### config.mk
export PLATFORM = sky130hd
export DESIGN_NAME = bdm_boot_seq_flat
export DESIGN_NICKNAME = d
export VERILOG_FILES = /design/src/rtl/bdm_boot_seq_pkg.sv /design/src/rtl/bdm_boot_seq_if.sv /design/src/rtl/bdm_boot_seq_burst_planner.sv /design/src/rtl/bdm_boot_seq.sv /design/src/flat_wrapper.sv
export SDC_FILE = /design/constraint.sdc
export NUM_CORES = 1
export LEC_CHECK = 0
export BUFFER_PORTS_ARGS = -buffer_cell sky130_fd_sc_hd__buf_2
export CAP_MARGIN = 0
export CORE_ASPECT_RATIO = 1.25
export CORE_UTILIZATION = 48
export CTS_CLUSTER_SIZE = 12
export DETAILED_ROUTE_END_ITERATION = 16
export HOLD_SLACK_MARGIN = 0.03
export PLACE_DENSITY = 0.68
export SETUP_SLACK_MARGIN = 0.4
export SLEW_MARGIN = 20
export SYNTH_ARGS = -nofsm -noshare
export SYNTH_HDL_FRONTEND = slang
export SYNTH_SLANG_ARGS = --single-unit
### constraint.sdc
create_clock -name boot_aclk -period 4 [get_ports boot_aclk]
set_clock_uncertainty 0.1 [all_clocks]
set_input_delay 0.8 -clock boot_aclk [delete_from_list [all_inputs] [get_ports boot_aclk]]
set_output_delay 0.8 -clock boot_aclk [all_outputs]
set_load 0.005 [all_outputs]
### src/rtl/bdm_boot_seq_pkg.sv
// bdm_boot_seq_pkg: FSM state encoding, beat size and AXI LEN/RESP constants shared with the copy port
package bdm_boot_seq_pkg;
  localparam int BEAT_BYTES = 4;
  localparam int AXI_LEN_W = 8;
  localparam logic [1:0] RESP_OKAY = 2'b00;
  localparam logic [1:0] RESP_EXOKAY = 2'b01;
  localparam logic [1:0] RESP_SLVERR = 2'b10;
  localparam logic [1:0] RESP_DECERR = 2'b11;
  typedef logic [2:0] state_t;
  localparam state_t IDLE = 3'd0;
  localparam state_t ISSUE = 3'd1;
  localparam state_t WAIT = 3'd2;
  localparam state_t NEXT = 3'd3;
  localparam state_t DONE = 3'd4;
  localparam state_t FAIL = 3'd5;
endpackage

### src/rtl/bdm_boot_seq_if.sv
// bdm_boot_seq_if: copy command port (master=sequencer: valid/src/dst/len out, ready/done/err in; slave=engine)
interface bdm_boot_seq_if #(parameter int AW = 32);
  logic cmd_valid;
  logic cmd_ready;
  logic [AW-1:0] cmd_src_addr;
  logic [AW-1:0] cmd_dst_addr;
  logic [7:0] cmd_len;
  logic cmd_done;
  logic cmd_err;
  modport master(output cmd_valid, cmd_src_addr, cmd_dst_addr, cmd_len, input cmd_ready, cmd_done, cmd_err);
  modport slave(input cmd_valid, cmd_src_addr, cmd_dst_addr, cmd_len, output cmd_ready, cmd_done, cmd_err);
endinterface

### src/rtl/bdm_boot_seq_burst_planner.sv
// bdm_boot_seq_burst_planner: registers beats=min(rem,C_BURST_LEN) on load; len is beats-1 (ports: clk, rst_n, load, rem -> beats, len)
module bdm_boot_seq_burst_planner
  import bdm_boot_seq_pkg::*;
#(
  parameter int C_BURST_LEN = 16
) (
  input  logic                 boot_aclk,
  input  logic                 boot_aresetn,
  input  logic                 load,
  input  logic [30:0]          rem,
  output logic [8:0]           beats,
  output logic [AXI_LEN_W-1:0] len
);
  logic [8:0] beats_d, beats_q;
  always_comb beats_d = !load ? beats_q : rem < 31'(C_BURST_LEN) ? 9'(rem) : 9'(C_BURST_LEN);
  always_ff @(posedge boot_aclk or negedge boot_aresetn)
    if (!boot_aresetn) beats_q <= '0;
    else beats_q <= beats_d;
  assign beats = beats_q;
  assign len = AXI_LEN_W'(beats_q - 9'd1);
endmodule

### src/rtl/bdm_boot_seq.sv
// bdm_boot_seq: boot ROM-copy sequencer (ports: clk, rst_n, start, cmd master port, boot_code_ready, core_rst_n, busy, error, bytes_copied)
module bdm_boot_seq
  import bdm_boot_seq_pkg::*;
#(
  parameter int                      C_ADDR_WIDTH     = 32,
  parameter logic [C_ADDR_WIDTH-1:0] C_BOOT_CODE_ADDR = 32'hB000_0000,
  parameter logic [C_ADDR_WIDTH-1:0] C_ROM_BASE_ADDR  = 32'h0000_0000,
  parameter logic [31:0]             C_ROM_SIZE_BYTES = 32'd65536,
  parameter int                      C_BURST_LEN      = 16,
  parameter int                      C_MAX_RETRY      = 3,
  parameter int                      C_AUTO_START     = 1
) (
  input  logic                 boot_aclk,
  input  logic                 boot_aresetn,
  input  logic                 start,
  bdm_boot_seq_if.master       cmd,
  output logic                 boot_code_ready,
  output logic                 core_rst_n,
  output logic                 busy,
  output logic                 error,
  output logic [31:0]          bytes_copied
);
  localparam logic [C_ADDR_WIDTH-1:0] BURST_BYTES = C_ADDR_WIDTH'(C_BURST_LEN * BEAT_BYTES);
  if ((C_ROM_SIZE_BYTES % 32'd4) != 32'd0 || (C_BOOT_CODE_ADDR % BURST_BYTES) != '0 ||
      (C_ROM_BASE_ADDR % BURST_BYTES) != '0 || C_BURST_LEN < 1 || C_BURST_LEN > 256) begin : g_cfg_err
    $error("bdm_boot_seq: misaligned base/size or bad burst length");
  end
  state_t state_d, state_q;
  logic [30:0] rem_d, rem_q;
  logic [C_ADDR_WIDTH-1:0] src_d, src_q, dst_d, dst_q;
  logic [3:0] retry_d, retry_q;
  logic [31:0] bytes_d, bytes_q;
  logic auto_d, auto_q, core_d, core_q;
  logic [8:0] beats;
  logic [AXI_LEN_W-1:0] len;
  bdm_boot_seq_burst_planner #(.C_BURST_LEN(C_BURST_LEN)) u_planner (
    .boot_aclk   (boot_aclk),
    .boot_aresetn(boot_aresetn),
    .load        (state_q == IDLE || state_q == NEXT),
    .rem         (rem_d),
    .beats       (beats),
    .len         (len)
  );
  always_comb begin
    state_d = state_q;
    rem_d = rem_q;
    src_d = src_q;
    dst_d = dst_q;
    retry_d = retry_q;
    bytes_d = bytes_q;
    auto_d = 1'b0;
    core_d = state_q == DONE;
    case (state_q)
      IDLE: if (start || auto_q) begin
        rem_d = {1'b0, C_ROM_SIZE_BYTES[31:2]};
        src_d = C_ROM_BASE_ADDR;
        dst_d = C_BOOT_CODE_ADDR;
        state_d = C_ROM_SIZE_BYTES == 32'd0 ? DONE : ISSUE;
      end
      ISSUE: state_d = cmd.cmd_ready ? WAIT : ISSUE;
      WAIT: if (cmd.cmd_done) begin
        if (!cmd.cmd_err) begin
          rem_d = rem_q - 31'(beats);
          src_d = src_q + C_ADDR_WIDTH'({beats, 2'b00});
          dst_d = dst_q + C_ADDR_WIDTH'({beats, 2'b00});
          bytes_d = bytes_q + 32'({beats, 2'b00});
          retry_d = '0;
          state_d = NEXT;
        end else begin
          retry_d = retry_q < 4'(C_MAX_RETRY) ? retry_q + 4'd1 : retry_q;
          state_d = retry_q < 4'(C_MAX_RETRY) ? ISSUE : FAIL;
        end
      end
      NEXT: state_d = rem_q == '0 ? DONE : ISSUE;
      default: ;
    endcase
  end
  always_ff @(posedge boot_aclk or negedge boot_aresetn)
    if (!boot_aresetn) begin
      state_q <= IDLE;
      rem_q <= '0;
      src_q <= '0;
      dst_q <= '0;
      retry_q <= '0;
      bytes_q <= '0;
      auto_q <= C_AUTO_START != 0;
      core_q <= 1'b0;
    end else begin
      state_q <= state_d;
      rem_q <= rem_d;
      src_q <= src_d;
      dst_q <= dst_d;
      retry_q <= retry_d;
      bytes_q <= bytes_d;
      auto_q <= auto_d;
      core_q <= core_d;
    end
  assign cmd.cmd_valid = state_q == ISSUE;
  assign cmd.cmd_src_addr = state_q == ISSUE ? src_q : '0;
  assign cmd.cmd_dst_addr = state_q == ISSUE ? dst_q : '0;
  assign cmd.cmd_len = state_q == ISSUE ? len : '0;
  assign boot_code_ready = state_q == DONE;
  assign core_rst_n = core_q;
  assign busy = state_q == ISSUE || state_q == WAIT || state_q == NEXT;
  assign error = state_q == FAIL;
  assign bytes_copied = bytes_q;
endmodule
### src/flat_wrapper.sv
// flat-port wrapper written by rule: the top's interface ports become plain ports
module bdm_boot_seq_flat import bdm_boot_seq_pkg::*;
#(
  parameter int                      C_ADDR_WIDTH     = 32,
  parameter logic [C_ADDR_WIDTH-1:0] C_BOOT_CODE_ADDR = 32'hB000_0000,
  parameter logic [C_ADDR_WIDTH-1:0] C_ROM_BASE_ADDR  = 32'h0000_0000,
  parameter logic [31:0]             C_ROM_SIZE_BYTES = 32'd65536,
  parameter int                      C_BURST_LEN      = 16,
  parameter int                      C_MAX_RETRY      = 3,
  parameter int                      C_AUTO_START     = 1
)
  (boot_aclk, boot_aresetn, start, boot_code_ready, core_rst_n, busy, error, bytes_copied, cmd_cmd_valid, cmd_cmd_src_addr, cmd_cmd_dst_addr, cmd_cmd_len, cmd_cmd_ready, cmd_cmd_done, cmd_cmd_err);
  bdm_boot_seq_if cmd_i ();
  input  logic boot_aclk;
  input  logic boot_aresetn;
  input  logic start;
  output logic boot_code_ready;
  output logic core_rst_n;
  output logic busy;
  output logic error;
  output logic [31:0] bytes_copied;
  output wire logic [$bits(cmd_i.cmd_valid)-1:0] cmd_cmd_valid;
  output wire logic [$bits(cmd_i.cmd_src_addr)-1:0] cmd_cmd_src_addr;
  output wire logic [$bits(cmd_i.cmd_dst_addr)-1:0] cmd_cmd_dst_addr;
  output wire logic [$bits(cmd_i.cmd_len)-1:0] cmd_cmd_len;
  input wire logic [$bits(cmd_i.cmd_ready)-1:0] cmd_cmd_ready;
  input wire logic [$bits(cmd_i.cmd_done)-1:0] cmd_cmd_done;
  input wire logic [$bits(cmd_i.cmd_err)-1:0] cmd_cmd_err;
  assign cmd_cmd_valid = cmd_i.cmd_valid;
  assign cmd_cmd_src_addr = cmd_i.cmd_src_addr;
  assign cmd_cmd_dst_addr = cmd_i.cmd_dst_addr;
  assign cmd_cmd_len = cmd_i.cmd_len;
  assign cmd_i.cmd_ready = cmd_cmd_ready;
  assign cmd_i.cmd_done = cmd_cmd_done;
  assign cmd_i.cmd_err = cmd_cmd_err;
  bdm_boot_seq #(.C_ADDR_WIDTH(C_ADDR_WIDTH), .C_BOOT_CODE_ADDR(C_BOOT_CODE_ADDR), .C_ROM_BASE_ADDR(C_ROM_BASE_ADDR), .C_ROM_SIZE_BYTES(C_ROM_SIZE_BYTES), .C_BURST_LEN(C_BURST_LEN), .C_MAX_RETRY(C_MAX_RETRY), .C_AUTO_START(C_AUTO_START)) u_core (.boot_aclk(boot_aclk), .boot_aresetn(boot_aresetn), .start(start), .cmd(cmd_i), .boot_code_ready(boot_code_ready), .core_rst_n(core_rst_n), .busy(busy), .error(error), .bytes_copied(bytes_copied));
endmodule
### Yosys cells after proc, flatten, opt, wreduce, memory -nomap -nowiden

Index checks and enable logic that the tools add are counted.

| storage, ports and cells | value |
|---|---|
| flip-flop bits (word level) | 145 |
| input port bits | 6 |
| output and inout bits | 109 |
| logic and storage cells | 64 |

| operators by class | value |
|---|---|
| add/sub/neg operators | 6 |
| magnitude comparators | 2 |
| equal/unequal tests | 9 |
| muxes and demuxes | 25 |
| bitwise operators | 1 |
| reduce and logical (&&, ||, !) cells | 12 |

Operators by type and width:

| cell | count |
|---|---|
| 32-bit 2-to-1 mux | 8 |
| 32-bit case mux with 2 select lines | 2 |
| 32-bit by 11-bit adder with 32-bit output | 3 |
| 31-bit 2-to-1 mux | 3 |
| 31-bit case mux with 2 select lines | 1 |
| 31-bit zero test | 1 |
| 31-bit by 5-bit less-than comparator with 1-bit output (second input constant) | 1 |
| 31-bit by 9-bit subtractor with 31-bit output | 1 |
| 3-bit 2-to-1 mux | 5 |
| 3-bit case mux with 4 select lines | 1 |
| 9-bit 2-to-1 mux | 1 |
| 3-bit AND reduction | 3 |
| 4-bit 2-to-1 mux | 2 |
| 8-bit 2-to-1 mux | 1 |
| 8-bit by 1-bit subtractor with 8-bit output (second input constant) | 1 |
| 3-bit by 2-bit equality test with 1-bit output (second input constant) | 2 |
| 3-bit equality test (second input constant) | 2 |
| 2-bit != test (second input constant) | 3 |
| 4-bit by 1-bit adder with 4-bit output (second input constant) | 1 |
| 1-bit logical OR | 4 |
| 4-bit by 2-bit less-than comparator with 1-bit output (second input constant) | 1 |
| 4-bit AND reduction | 1 |
| 4-bit nonzero test | 1 |
| 3-bit by 1-bit equality test with 1-bit output (second input constant) | 1 |
| other kinds (5) | 5 |

### Depth between registers and ports, before layout

| depth | value |
|---|---|
| word-level depth | 6 |
| mapped depth | 12 |
| depth with buffers taken out | 12 |

### Modules after synthesis

A second synthesis with hierarchy kept.

| second synthesis, totals | value |
|---|---|
| cells, all modules | 959 |
| area total of the unflattened synthesis | 8699.6 um^2 |

By module, submodules not included:

| module | times used | cells an instance | area each (um^2) | sequential area each (um^2) |
|---|---|---|---|---|
| bdm_boot_seq | 1 | 907 | 8182.8 | 3254.4 |
| bdm_boot_seq_burst_planner | 1 | 52 | 516.7 | 225.2 |

### Worst setup path after synthesis

Ideal clock, no wire load.

| timing path | value |
|---|---|
| path type | register -> register |
| start point | register u_core.u_planner.beats_q[1], in the netlist u_core.u_planner.beats[1] |
| end point | register u_core.u_planner.beats_q[4], in the netlist u_core.u_planner.beats[4] |
| setup time | 0.126 ns |
| arrival | 3.437 ns |
| data required time | 3.774 ns |
| path slack | 0.336 ns |
| stages on the path, launching flop included | 12 |
| path buffers | 0 |
| period minus slack after synthesis | 3.664 ns |
| cells stage by stage | dfrtp_1 inv_1 ha_1 nor2b_1 o2111ai_1 a21oi_1 or4_1 o311a_2 a211o_1 nor4_2 nand4_2 o32a_1 |

| on the way | value |
|---|---|
| word-level cells in the longest chain between the ends | 6 |

RTL lines:

| item | line | text |
|---|---|---|
| from (decl) | bdm_boot_seq_burst_planner.sv:14 | `logic [8:0] beats_d, beats_q;` |
| from (signal assigned) | bdm_boot_seq_burst_planner.sv:18 | `else beats_q <= beats_d;` |
| 31-bit by 9-bit subtractor with 31-bit output | bdm_boot_seq.sv:63 | `rem_d = rem_q - 31'(beats);` |
| 31-bit 2-to-1 mux | bdm_boot_seq.sv:62 | `if (!cmd.cmd_err) begin` |
| 31-bit 2-to-1 mux | bdm_boot_seq.sv:61 | `WAIT: if (cmd.cmd_done) begin` |
| 31-bit case mux with 2 select lines | bdm_boot_seq.sv:53 | `case (state_q)` |
| named net u_core.rem_d[21] | bdm_boot_seq.sv:29 | `logic [30:0] rem_d, rem_q;` |
| 31-bit by 5-bit less-than comparator with 1-bit output | bdm_boot_seq_burst_planner.sv:15 | `always_comb beats_d = !load ? beats_q : rem < 31'(C_BURST_LEN) ? 9'(rem) : 9'(C_BURST_LEN);` |
| 9-bit 2-to-1 mux | bdm_boot_seq_burst_planner.sv:15 |  |

The timed path passes the listed nets, and every way through them passes these cells.
A chain may end at the register's enable or synchronous reset.

### Worst setup path after layout

| timing path | value |
|---|---|
| start point | register u_core.rem_q[16] |
| end point | register u_core.u_planner.beats_q[4], in the netlist u_core.u_planner.beats[4] |

| on the way | value |
|---|---|
| word-level cells in the longest chain between the ends | 6 |
| elaborated cells on any way between the ends | 7 |
| classes of those cells | add/sub (1); order compare (1); mux (5) |

RTL lines:

| item | line | text |
|---|---|---|
| from (decl) | bdm_boot_seq.sv:29 |  |
| from (signal assigned) | bdm_boot_seq.sv:90 | `rem_q <= rem_d;` |
| 31-bit by 9-bit subtractor with 31-bit output | bdm_boot_seq.sv:63 |  |
| 31-bit 2-to-1 mux | bdm_boot_seq.sv:62 |  |
| 31-bit 2-to-1 mux | bdm_boot_seq.sv:61 |  |
| 31-bit case mux with 2 select lines | bdm_boot_seq.sv:53 |  |
| named net u_core.rem_d[29] | bdm_boot_seq.sv:29 |  |
| 31-bit by 5-bit less-than comparator with 1-bit output | bdm_boot_seq_burst_planner.sv:15 |  |
| 9-bit 2-to-1 mux | bdm_boot_seq_burst_planner.sv:15 |  |

The timed path passes the listed nets, and every way through them passes these cells.

==> qor.yml <==
routing:
  wl_um: 22000
  antenna_left: 0
  num_vias: 7353
  wl_per_cell_um: 16.9
  vias_per_cell: 5.63
  drc: 0
  drt-pass1-iter-count: 6
  dr.first_iter.drc_count: 389
power_and_ir_drop:
  comb_power_share: 0.397
  intPower_uw: 3550
  p_sw_frac: 0.382
  ir_drop_mv: 0.405
  power.leakage_uw: 0.00502
  power_density_nw_per_um2: 563
  pwr-share-clk: 0.306
  pwr-share-seq: 0.297
  p_sw_uw: 2200
synthesis:
  ys_seq_area_frac: 0.407
  syn_area_per_cell_um2: 9.05
  yosysWarnings: 0
  synthDistinctLibCells: 74
  ys_ff_latch: 139
  synth_edf_count: 0
  netlist.area_leader.share: 0.404
  postSynthCellCount: 944
  synth_top_area_cell: "dfrtp_1"
  async_flop_share: 1.00
  yosysMostFrequentCell: "dfrtp_1"
  synth_common_cells: "dfrtp_1 (138), nor2_1 (92), nand2_1 (91)"
  synth_area_um2: 8540
  synth.area.top_cells: "dfrtp_1 (40%), ha_1 (5.6%), xnor2_1 (5.2%), and2_1 (4.7%), nor2_1 (4.0%)"
  synthFlopType: "dfrtp_1"
global_routing:
  grt_pass1_vias: 7027
  met1_usage: 0.329
  grt_max_degree: 74
  antenna_found_initial: 0
  grt.total_usage: 0.254
  top_usage_layer: "met2"
  grt-ovfl-total: 0
  grt_util_met3: 0.0456
  grt_use_met2: 0.430
  grt_pass1_wl_um: 36200
finish:
  diodes: 0
  area_delta_synth_final_pct: 19.5
  layout-drive-gt1-share: 0.201
  nets: 1116
  n_fill_cell: 1540
  fin_util: 0.586
die:
  io_pins: 115
  die_w_um: 121
  core_area_um2: 17400
  die_area_um2: 18300
  die_h_um: 151
  fp-row-count: 54
  initial_core_util: 0.490
critical_path:
  worstPathArrival_ns: 3.76
  cp_num_buf_inv: 0
  slowest_delay_ns: 0.58
  cp.required_ns: 4.20
  crit_fanout: 7
  cp-end-kind: "register"
  startpoint_type: "register"
  r2r_slack_ns: 0.44
  crit_top_cell: "or3_4"
  worstSetupPathType: "reg -> reg"
  cp_slowest_cell: "or4_4"
  cp_cell_sequence: "or4_4, or3_4, or3_4, or3_4, o211ai_1, nand3_2, nor4_4, nand4_2, o32a_1"
  path_delay_family: "simple AND/OR/NAND/NOR gates"
place:
  io_buffers: 108
  globalplace.congestion: 0.949
  dpl.hpwl_um: 15700
run:
  cap_violations: 0
clock_network:
  cts_root_buf: "clkbuf_16"
  cts.clk_slew.worst_paths_ns: 0.06
  clock_latency_ns: 0.42
  clockBufferDepth: 2
  cts_tree: "yes"
  cts_buffers: 17
  hold_buffers: 0
  numClockSinks: 139
  cts-htree-levels: 4
worst_hold_path:
  hold_path_class: "in -> async"
sta:
  slew_violations: 0
  finalHoldViolCount: 0
  rsz0062_at_grt: "yes"
  fin_crit_ns: 3.56
  maxSlewHeadroom: 0.465
  fmax_mhz: 281
  tightestPinTransition_ns: 0.794
  setup_viol: 0
  tns_ns: 0
  fin_crit_sh: 0.890
run_status:
  outcome: "finished, final reports clean"
==> cell usage in the layout, fill, tap and decap left out, drive strengths merged, types with 13 or more instances in the layout <==
master / netlist / layout
and2: 64 / 64
ha: 38 / 38
clkbuf: 35 / 22
nand3: 30 / 30
and3: 13 / 13
or4: 17 / 17
dfrtp: 138 / 138
nand2: 92 / 92
xor2: 36 / 36
inv: 33 / 34
nor2: 92 / 92
a21o: 13 / 13
nor4: 23 / 23
xnor2: 51 / 51
o21ai: 52 / 52
buf: 6 / 140
nand4: 20 / 20
a21oi: 36 / 36
nor3: 21 / 21
==> per-stage QoR <==
step	hold WS (ns)	setup slack [ns]	total power [µW]	cell area [µm²]	std cells
2_1_floorplan	0.364	0.451	3130	8560	950
3_3_place_gp	0.360	0.227	3880	9440	1270
3_5_place_dp	0.359	0.159	3880	9440	1270
4_1_cts	0.318	0.411	5720	10100	1303
5_1_grt	0.353	0.310	6080	10200	1305
6_report	0.292	0.441	5750	10200	1305
==> layout make-up <==
class | count | area [µm²] | area share
inverter | 33 | 124 | 0.0121
sequential | 139 | 3490 | 0.342
clock buffer | 22 | 464 | 0.0455
tap | 224 | 280 | 0.0275
clock inverter | 10 | 188 | 0.0184
timing repair buffer | 140 | 791 | 0.0775
multi-input combinational | 737 | 4880 | 0.478
==> kinds of logic (layout without fill, tap and decap cells) <==
| family | count (synthesis) | after routing | synth area share |
|---|---|---|---|
| AOI/OAI and AO/OA | 174 | 174 | 0.133 |
| other | 1 | 7 | 0.000439 |
| xor gates and xnor gates | 87 | 87 | 0.0892 |
| adders and majority gates | 42 | 42 | 0.0650 |
| muxes | 1 | 1 | 0.00117 |
| DFF | 139 | 139 | 0.407 |
| and+or+nand+nor | 426 | 426 | 0.268 |
| buffers and inverters | 74 | 205 | 0.0352 |
==> metal layers <==
metal	vias to the layer above	wire length [µm]
met5	-	0
met3	34	911
li1	3576	-
met4	0	431
met1	3550	9660
met2	193	11000
==> repair_timing <==
| item | in CTS | in global routing |
|---|---|---|
| resized for setup | 8 | 15 |
| buffers inserted | 1 | 2 |
| pin swaps | 1 | 5 |
| endpoints found under the hold margin | 0 | 0 |
| cloned | 0 | 0 |
| endpoints found under the setup margin | 5 | 62 |
==> worst paths after layout <==
path	startpoint	cells after the start	end
worst max-delay path	u_core.rem_q[16]	9	u_core.u_planner.beats[4]
worst min-delay path	boot_aresetn	1	u_core.src_q[17]
worst max register to register	u_core.rem_q[16]	9	u_core.u_planner.beats[4]
worst min register to register	u_core.bytes_copied[31]	1	u_core.bytes_copied[31]
max in group asynchronous	boot_aresetn	2	u_core.auto_q
min in group boot_aclk	u_core.bytes_copied[31]	1	u_core.bytes_copied[31]
==> flip-flops by register name, summed over array words and instances, names as in the netlist <==
register                cells
u_core.rem_q               31
u_core.bytes_copied        30
u_core.dst_q               30
u_core.src_q               30
u_core.u_planner.beats      9
u_core.retry_q              4
u_core.state_q              3
u_core.auto_q               1
u_core.core_rst_n           1
==> power by group through the flow <==
| stage | Clock [µW] | Sequential (µW) | Combinational [µW] |
|---|---|---|---|
| 2_1_floorplan | 0 | 1670 | 1460 |
| 3_3_place_gp | 0 | 1730 | 2150 |
| 3_5_place_dp | 0 | 1730 | 2160 |
| 4_1_cts | 1800 | 1700 | 2220 |
| 5_1_grt | 1850 | 1730 | 2500 |
| 6_report | 1760 | 1710 | 2280 |
==> worst register-to-register path, delay by kind of cell (launching register included) <==
| kind | cells | cell delay [ns] |
|---|---|---|
| flip-flops | 1 | 0.46 |
| AO/OA/AOI/OAI | 2 | 0.59 |
| AND/OR/NAND/NOR | 7 | 2.29 |
Power figures use the tool's default switching activity.
